[config.mk]
export PLATFORM = sky130hd
export DESIGN_NAME = ifu_fetch
export DESIGN_NICKNAME = d
export VERILOG_FILES = /design/src/rtl/ifu_fetch_pkg.sv /design/src/rtl/ifu_fetch.sv
export SDC_FILE = /design/constraint.sdc
export NUM_CORES = 1
export LEC_CHECK = 0
export BUFFER_PORTS_ARGS = -buffer_cell sky130_fd_sc_hd__buf_4
export CAP_MARGIN = 10
export CORE_MARGIN = 5
export CORE_UTILIZATION = 46
export CTS_BUF_LIST = sky130_fd_sc_hd__clkbuf_16
export DETAILED_ROUTE_END_ITERATION = 8
export PLACE_DENSITY = 0.77
export SLEW_MARGIN = 20
export SYNTH_ARGS = -nofsm -noshare
export SYNTH_HDL_FRONTEND = slang
export SYNTH_SLANG_ARGS = --single-unit
[constraint.sdc]
create_clock -name clock -period 2.7 [get_ports clock]
set_clock_uncertainty 0.15 [all_clocks]
set_input_delay 0.135 -clock clock [delete_from_list [all_inputs] [get_ports clock]]
set_output_delay 0.135 -clock clock [all_outputs]
set_load 0.005 [all_outputs]
[src/rtl/ifu_fetch_pkg.sv]
// Shared widths, reset PC, response codes and FSM encoding for the
// instruction fetch unit.
package ifu_fetch_pkg;

  localparam int          PC_BUS   = 32;
  localparam int          INST_BUS = 32;
  localparam logic [31:0] RST_PC   = 32'h8000_0000;
  localparam logic [1:0]  RESP_OKAY = 2'b00;

  typedef enum logic [1:0] {
    S_REQ  = 2'd0,
    S_RESP = 2'd1,
    S_OUT  = 2'd2,
    S_WAIT = 2'd3
  } ifu_state_t;

endpackage

[src/rtl/ifu_fetch.sv]
// Instruction fetch: owns the PC, issues one AR/R read at a time and
// hands inst/pc/flags to decode over valid/ready, then waits for next-PC.
// Ports: clock/reset; npc_*; AR (arvalid/arready/araddr);
// R (rvalid/rready/rdata/rresp); inst_* to decode; fetch_cnt_o.
module ifu_fetch
  import ifu_fetch_pkg::*;
#(
  parameter int               XLEN     = PC_BUS,
  parameter logic [XLEN-1:0]  RESET_PC = RST_PC
) (
  input  logic                clock,
  input  logic                reset,
  input  logic                npc_valid_i,
  input  logic [XLEN-1:0]     npc_i,
  output logic                arvalid_o,
  input  logic                arready_i,
  output logic [XLEN-1:0]     araddr_o,
  input  logic                rvalid_i,
  output logic                rready_o,
  input  logic [INST_BUS-1:0] rdata_i,
  input  logic [1:0]          rresp_i,
  output logic                inst_valid_o,
  input  logic                inst_ready_i,
  output logic [INST_BUS-1:0] inst_o,
  output logic [XLEN-1:0]     pc_o,
  output logic                acc_fault_o,
  output logic                misalign_o,
  output logic [31:0]         fetch_cnt_o
);

  ifu_state_t state;
  ifu_state_t next;

  logic [XLEN-1:0]     pc;
  logic [INST_BUS-1:0] inst;
  logic                fault;
  logic                mis;
  logic [31:0]         cnt;
  logic                unaligned;
  logic                ar_req;
  logic                r_acc;
  logic                out_vld;

  assign unaligned = pc[1:0] != 2'b00;

  always_comb begin
    next    = state;
    ar_req  = 1'b0;
    r_acc   = 1'b0;
    out_vld = 1'b0;
    unique case (state)
      S_REQ: begin
        if (unaligned) begin
          next = S_OUT;
        end else begin
          ar_req = 1'b1;
          if (arready_i) next = S_RESP;
        end
      end
      S_RESP: begin
        r_acc = 1'b1;
        if (rvalid_i) next = S_OUT;
      end
      S_OUT: begin
        out_vld = 1'b1;
        if (inst_ready_i) next = S_WAIT;
      end
      S_WAIT: begin
        if (npc_valid_i) next = S_REQ;
      end
      default: next = S_REQ;
    endcase
  end

  // Handshake outputs are forced low while reset is held so an
  // in-flight response cannot be consumed during the reset cycle.
  assign arvalid_o    = ar_req  & ~reset;
  assign rready_o     = r_acc   & ~reset;
  assign inst_valid_o = out_vld & ~reset;

  always_ff @(posedge clock) begin
    if (reset) begin
      state <= S_REQ;
      pc    <= RESET_PC;
      inst  <= '0;
      fault <= 1'b0;
      mis   <= 1'b0;
      cnt   <= '0;
    end else begin
      state <= next;
      unique case (state)
        S_REQ: begin
          if (unaligned) begin
            inst <= '0;
            mis  <= 1'b1;
          end
        end
        S_RESP: begin
          if (rvalid_i) begin
            fault <= rresp_i != RESP_OKAY;
            inst  <= (rresp_i != RESP_OKAY) ? '0 : rdata_i;
          end
        end
        S_OUT: begin
          if (inst_ready_i) cnt <= cnt + 32'd1;
        end
        S_WAIT: begin
          if (npc_valid_i) begin
            pc    <= npc_i;
            fault <= 1'b0;
            mis   <= 1'b0;
          end
        end
        default: ;
      endcase
    end
  end

  assign araddr_o    = pc;
  assign pc_o        = pc;
  assign inst_o      = inst;
  assign acc_fault_o = fault;
  assign misalign_o  = mis;
  assign fetch_cnt_o = cnt;

endmodule
# ---- Word-level counts from Yosys, hierarchy flattened
# Cells that the tools add are included.
dict set report word_totals {
  reg_bits 100
  out_inout_bits 133
  wordCells 50
}
dict set report classes {
  n_addsub 1
  eq_ne 8
  mux 19
  bitwise 4
  n_reduce_logical 12
}
# op n
set op_table {}
lappend op_table {{$mux W32} 3}
lappend op_table {{$pmux W32 S2} 1}
lappend op_table {{$add A32 B1 Y32 const B} 1}
lappend op_table {{$mux W2} 5}
lappend op_table {{$reduce_bool A2 Y1} 5}
lappend op_table {{$reduce_and A3 Y1} 3}
lappend op_table {{$ne A2 B2 Y1 const B} 4}
lappend op_table {{$pmux W2 S4} 1}
lappend op_table {{$mux W1} 7}
lappend op_table {{$eq A2 B2 Y1 const B} 2}
lappend op_table {{$pmux W1 S2} 2}
lappend op_table {{$reduce_and A2 Y1} 2}
lappend op_table {{$reduce_and A4 Y1} 1}
lappend op_table {{$and A1 B1 Y1} 3}
lappend op_table {{$ne A3 B3 Y1 const B} 1}
lappend op_table {{$eq A2 B1 Y1 const B} 1}
lappend op_table {{$logic_not A2 Y1} 1}
lappend op_table {{$not A1 Y1} 1}

# ---- Logic depth before layout (Yosys ltp)
dict set report depth {
  ltp_word 4
  mapped_depth 9
  depth_no_buf 6
}

# ---- Worst setup path before layout
# Ideal clock, no wire load.
dict set report synth_path {
  path_type {register to register}
  start {register state[0]}
  end {register cnt[26] (netlist: fetch_cnt_o[26])}
  arrival_ps 2034
  required_time_ps 2480
  setup_slack_ps 446
  path_stages_with_launch 8
  path_buffers 1
  period_less_slack_ps 2254
  path_cell_list {dfxtp_1 -> inv_1 -> ha_1 -> nand3_2 -> or4_1 -> buf_2 -> or4_1 -> a21oi_1}
}
dict set report synth_between {
  elab_chain_cells 2
}
# element line
set synth_lines {}
lappend synth_lines {{start: declaration} ifu_fetch.sv:31} ;# ifu_state_t state;
lappend synth_lines {{start signal: assignment} ifu_fetch.sv:90} ;# state <= next;
lappend synth_lines {{$eq A2 B2 Y1} ifu_fetch.sv:91} ;# unique case (state)
lappend synth_lines {{$reduce_and A2 Y1 (no source line)} --}
lappend synth_lines {{end signal: assignment} ifu_fetch.sv:105} ;# if (inst_ready_i) cnt <= cnt + 32'd1;
lappend synth_lines {{end: declaration} ifu_fetch.sv:38} ;# logic [31:0] cnt;
# Every way passes these cells.
# A chain may end at the register's enable or synchronous reset.

# ---- Worst setup path in the final report
dict set report layout_path {
  start {register cnt[0] (netlist: fetch_cnt_o[0])}
  end {register cnt[26] (netlist: fetch_cnt_o[26])}
}
dict set report layout_between {
  elab_chain_cells 1
}
# element line
set layout_lines {}
lappend layout_lines {{$add A32 B1 Y32} ifu_fetch.sv:105}
# Every way passes these cells.

==> PnR_summary.wiki <==
{| class="wikitable"
! Metric !! Value
|-
| Die X || 107 um
|-
| Final Hold Violating Endpoints || 0
|-
| Data arrival at the endpoint of the critical path || 2.49 ns
|-
| Largest net degree at the start of global routing || 64
|-
| Avg WL per Cell || 16.0 um
|-
| Via density per instance || 5.30
|-
| Effective utilization at floorplan || 47.1%
|-
| Global-route usage over all layers || 23.5%
|-
| Final HPWL DP || 9.43 mm
|-
| Remaining global-route overflow || 0
|-
| Largest area contributor in the netlist || sky130_fd_sc_hd__dfxtp_1
|-
| Critical path endpoint category || flip-flop
|-
| WHS Path Cells || 4
|-
| Overall die height || 107 um
|-
| Share of synthesized area occupied by flip-flops and latches || 46.2%
|-
| Startpoint class of the critical path || flip-flop
|-
| Top area cells in the synthesized netlist || sky130_fd_sc_hd__dfxtp_1 46%, sky130_fd_sc_hd__nand2_1 10%, sky130_fd_sc_hd__a21oi_1 9.6%
|-
| Shortest clock period the worst path allows after layout || 2.38 ns
|-
| Number of distinct standard cells referenced by the synthesized netlist || 38
|-
| Post-cts sizing count || 0
|-
| Net total in the final layout || 840
|-
| Final setup viols || 0
|-
| Post-CTS Hold Fix Bufs || 67
|-
| Max H-tree Level || 3
|-
| Primary flip-flop cell chosen by synthesis mapping || sky130_fd_sc_hd__dfxtp_1
|-
| Critical path class || reg -> reg
|-
| Netlist Area Pre-Place || 4330 um2
|-
| Placer's final routability congestion estimate || 0.817
|-
| Post-layout worst setup margin || 0.316 ns
|-
| Worst EP required || 2.81 ns
|-
| DIE AREA || 11500 um2
|-
| Worst-case reg-to-reg path depth || 5
|-
| Routed Wire Length || 14.1 mm
|-
| Reg-to-reg slack, setup || 0.32 ns
|-
| Number of nets still failing antenna checks after routing || 0
|-
| Most common cell after layout, fill and taps aside || sky130_fd_sc_hd__buf_4
|-
| Number of synthesis warnings || 0
|-
| Sum of negative setup slack || 0 ns
|-
| Number of remaining DRC errors || 0
|-
| Share of total power in the clock network || 33.1%
|-
| Hold path endpoint || state[1]$_SDFFE_PP0P_
|-
| Min-Delay Path Class || in -> reg
|-
| RR Endpoint || fetch_cnt_o[26]$_SDFFE_PP0P_
|-
| Area of the placeable core || 9200 um2
|-
| Worst slew pin tran || 1.03 ns
|-
| Root buffer selected by CTS || sky130_fd_sc_hd__clkbuf_16
|-
| Nets in the synthesized netlist || 618
|-
| Worst-case vdd ir drop || 422 uV
|-
| Worst-path maximum fanout || 8
|-
| Clock slew at the register clock pins of the worst setup and hold paths || 0.07 ns
|-
| Synth async-reset ratio || 0%
|-
| Number of clock buffers inserted by TritonCTS || 9
|-
| Filler cell count || 671
|-
| Postcts setup bufs || 0
|-
| Number of enable flip-flop cells after synthesis || 0
|-
| Input/output buffers || 204
|-
| Achievable clock frequency || 419 MHz
|-
| Min-delay src || arready_i
|-
| Flops & latches, synth || 100
|-
| First-pass GRT wire length || 22.1 mm
|-
| Area delta synth->final || 53.5%
|-
| Share of total power consumed by net switching || 30.8%
|-
| Worst reg2reg startpoint || fetch_cnt_o[0]$_SDFFE_PP0P_
|-
| Ports || 205
|-
| Areal power density over the cells || 556 nW/um2
|-
| Clock Path Buffers || 2
|-
| Unrepaired setup endpoints after global routing || false
|-
| Antenna violations before repair || 0
|-
| Clock tree from TritonCTS || done
|-
| Via count || 4660
|-
| Final Slew Violations || 0
|-
| Sinks on the clock net || 100
|-
| Share of post-route cells with drive strength above 1 || 30.9%
|-
| Relative slew margins || 30.9%
|-
| Most frequent cells in the layout || 213 x sky130_fd_sc_hd__buf_4, 117 x sky130_fd_sc_hd__nand2_1, 100 x sky130_fd_sc_hd__dfxtp_1
|-
| TritonRoute pass-1 iters || 5
|-
| Number of global-route vias before repair || 4476
|-
| Number of standard-cell rows in the floorplan || 35
|-
| Final total power || 3.70 mW
|-
| Static Leak || 2.74 nW
|-
| Switching power summed over all nets || 1.14 mW
|-
| Internal power || 2.56 mW
|-
| First DRT Iteration DRCs || 218
|-
| Average instance area after synthesis || 8.01 um2
|-
| Clock latency reported for the late side of the worst-skew pair || 0.34 ns
|-
| Instance count of the mapped netlist || 541
|-
| Status || finished clean
|-
| Part of the power in registers || 42.7%
|-
| Pre-CTS setup slack || 0.345 ns
|-
| Portion of synthesized cell area occupied by the leading cell type || 46.2%
|-
| Max-capacitance violation count || 0
|-
| Logic gate share of total power || 24.2%
|-
| Share of the cycle needed by the critical path after routing || 88.3%
|}
==> per-stage QoR <==
| stage | utilization (%) | hold WS [ns] | cell area [um2] | instances |
|---|---|---|---|---|
| finish | 72.3 | 0.0205 | 6650 | 880 |
| global placement | 61.9 | 0.197 | 5700 | 796 |
| floorplan | - | 0.109 | 4330 | 541 |
| CTS | 72.3 | 0.00852 | 6650 | 879 |
| detailed placement | 61.9 | 0.208 | 5700 | 796 |
| global route | 72.3 | 0.0627 | 6650 | 879 |
==> power by group through the flow <==
stage / logic [mW] / clock network [mW] / registers, mW
6_report: 0.897 / 1.22 / 1.58
4_1_cts: 0.888 / 1.24 / 1.58
3_5_place_dp: 0.805 / 0 / 1.61
3_3_place_gp: 0.788 / 0 / 1.61
5_1_grt: 0.976 / 1.30 / 1.59
2_1_floorplan: 0.494 / 0 / 1.61
==> logic make-up (layout without fill, tap and decap cells) <==
group	after synthesis	after routing	synth area share, %
xor gates and xnor gates	9	9	1.82
and+or+nand+nor	242	242	26.5
DFF	100	100	46.2
muxes	7	7	1.82
other	0	1	0
AOI/OAI and AO/OA	105	105	13.1
adders and majority gates	5	5	1.44
buffers and inverters	73	300	9.12
==> how the worst max path moves through the flow <==
stage	from	end	slack (ns)	cells past startpoint
3_3_place_gp	state[0]$_SDFFE_PP0P_	fetch_cnt_o[28]$_SDFFE_PP0P_	0.43	6
4_1_cts	fetch_cnt_o[0]$_SDFFE_PP0P_	fetch_cnt_o[22]$_SDFFE_PP0P_	0.32	5
5_1_grt	fetch_cnt_o[0]$_SDFFE_PP0P_	fetch_cnt_o[22]$_SDFFE_PP0P_	0.19	5
6_report	fetch_cnt_o[0]$_SDFFE_PP0P_	fetch_cnt_o[26]$_SDFFE_PP0P_	0.32	5
2_1_floorplan	state[0]$_SDFFE_PP0P_	fetch_cnt_o[26]$_SDFFE_PP0P_	0.45	7
3_5_place_dp	fetch_cnt_o[0]$_SDFFE_PP0P_	fetch_cnt_o[26]$_SDFFE_PP0P_	0.34	5
==> area by class of cell <==
type / count / area (um2) / share of cell area, %
Timing Repair Buffer: 280 / 2270 / 34.1
Antenna cell: 1 / 2.50 / 0.0376
Clock inverter: 7 / 57.6 / 0.865
Clock buffer: 9 / 225 / 3.39
Tap cell: 111 / 139 / 2.09
Inverter: 4 / 15.0 / 0.226
Multi-Input combinational cell: 368 / 1940 / 29.2
Sequential cell: 100 / 2000 / 30.1
==> per-layer routing <==
metal,GRT usage (%),wire length (um),part of all wire [%]
met5,0,0,0
met2,43.9,7290,52
met4,9.86,391,2.8
met3,4.94,961,6.8
met1,25.5,5450,39
==> worst max-delay path: stages (launching register included) <==
cell	delay (ns)
sky130_fd_sc_hd__dfxtp_1	0.41
sky130_fd_sc_hd__ha_1	0.23
sky130_fd_sc_hd__nand2_1	0.13
sky130_fd_sc_hd__or4_1	0.67
sky130_fd_sc_hd__or4_1	0.56
sky130_fd_sc_hd__a21oi_1	0.16
==> registers in the layout, indices dropped and copies added (netlist names) <==
register / count
fetch_cnt_o: 32
araddr_o: 32
state: 2
inst_o: 32
misalign_o: 1
acc_fault_o: 1
==> synth_stat cells (7+ instances only) <==
cell and number:
sky130_fd_sc_hd__a21oi_1 83, sky130_fd_sc_hd__nor4_1 9, sky130_fd_sc_hd__o31ai_1 10, sky130_fd_sc_hd__nor2b_1 7, sky130_fd_sc_hd__nand2_1 117, sky130_fd_sc_hd__buf_1 7
sky130_fd_sc_hd__nor2_1 19, sky130_fd_sc_hd__buf_4 32, sky130_fd_sc_hd__clkbuf_1 29, sky130_fd_sc_hd__dfxtp_1 100, sky130_fd_sc_hd__o21ai_0 7, sky130_fd_sc_hd__nand4_1 12
sky130_fd_sc_hd__nand3_1 39, sky130_fd_sc_hd__or4_1 15, sky130_fd_sc_hd__or3_1 8
No activity file was read; power rests on OpenSTA's default activity.
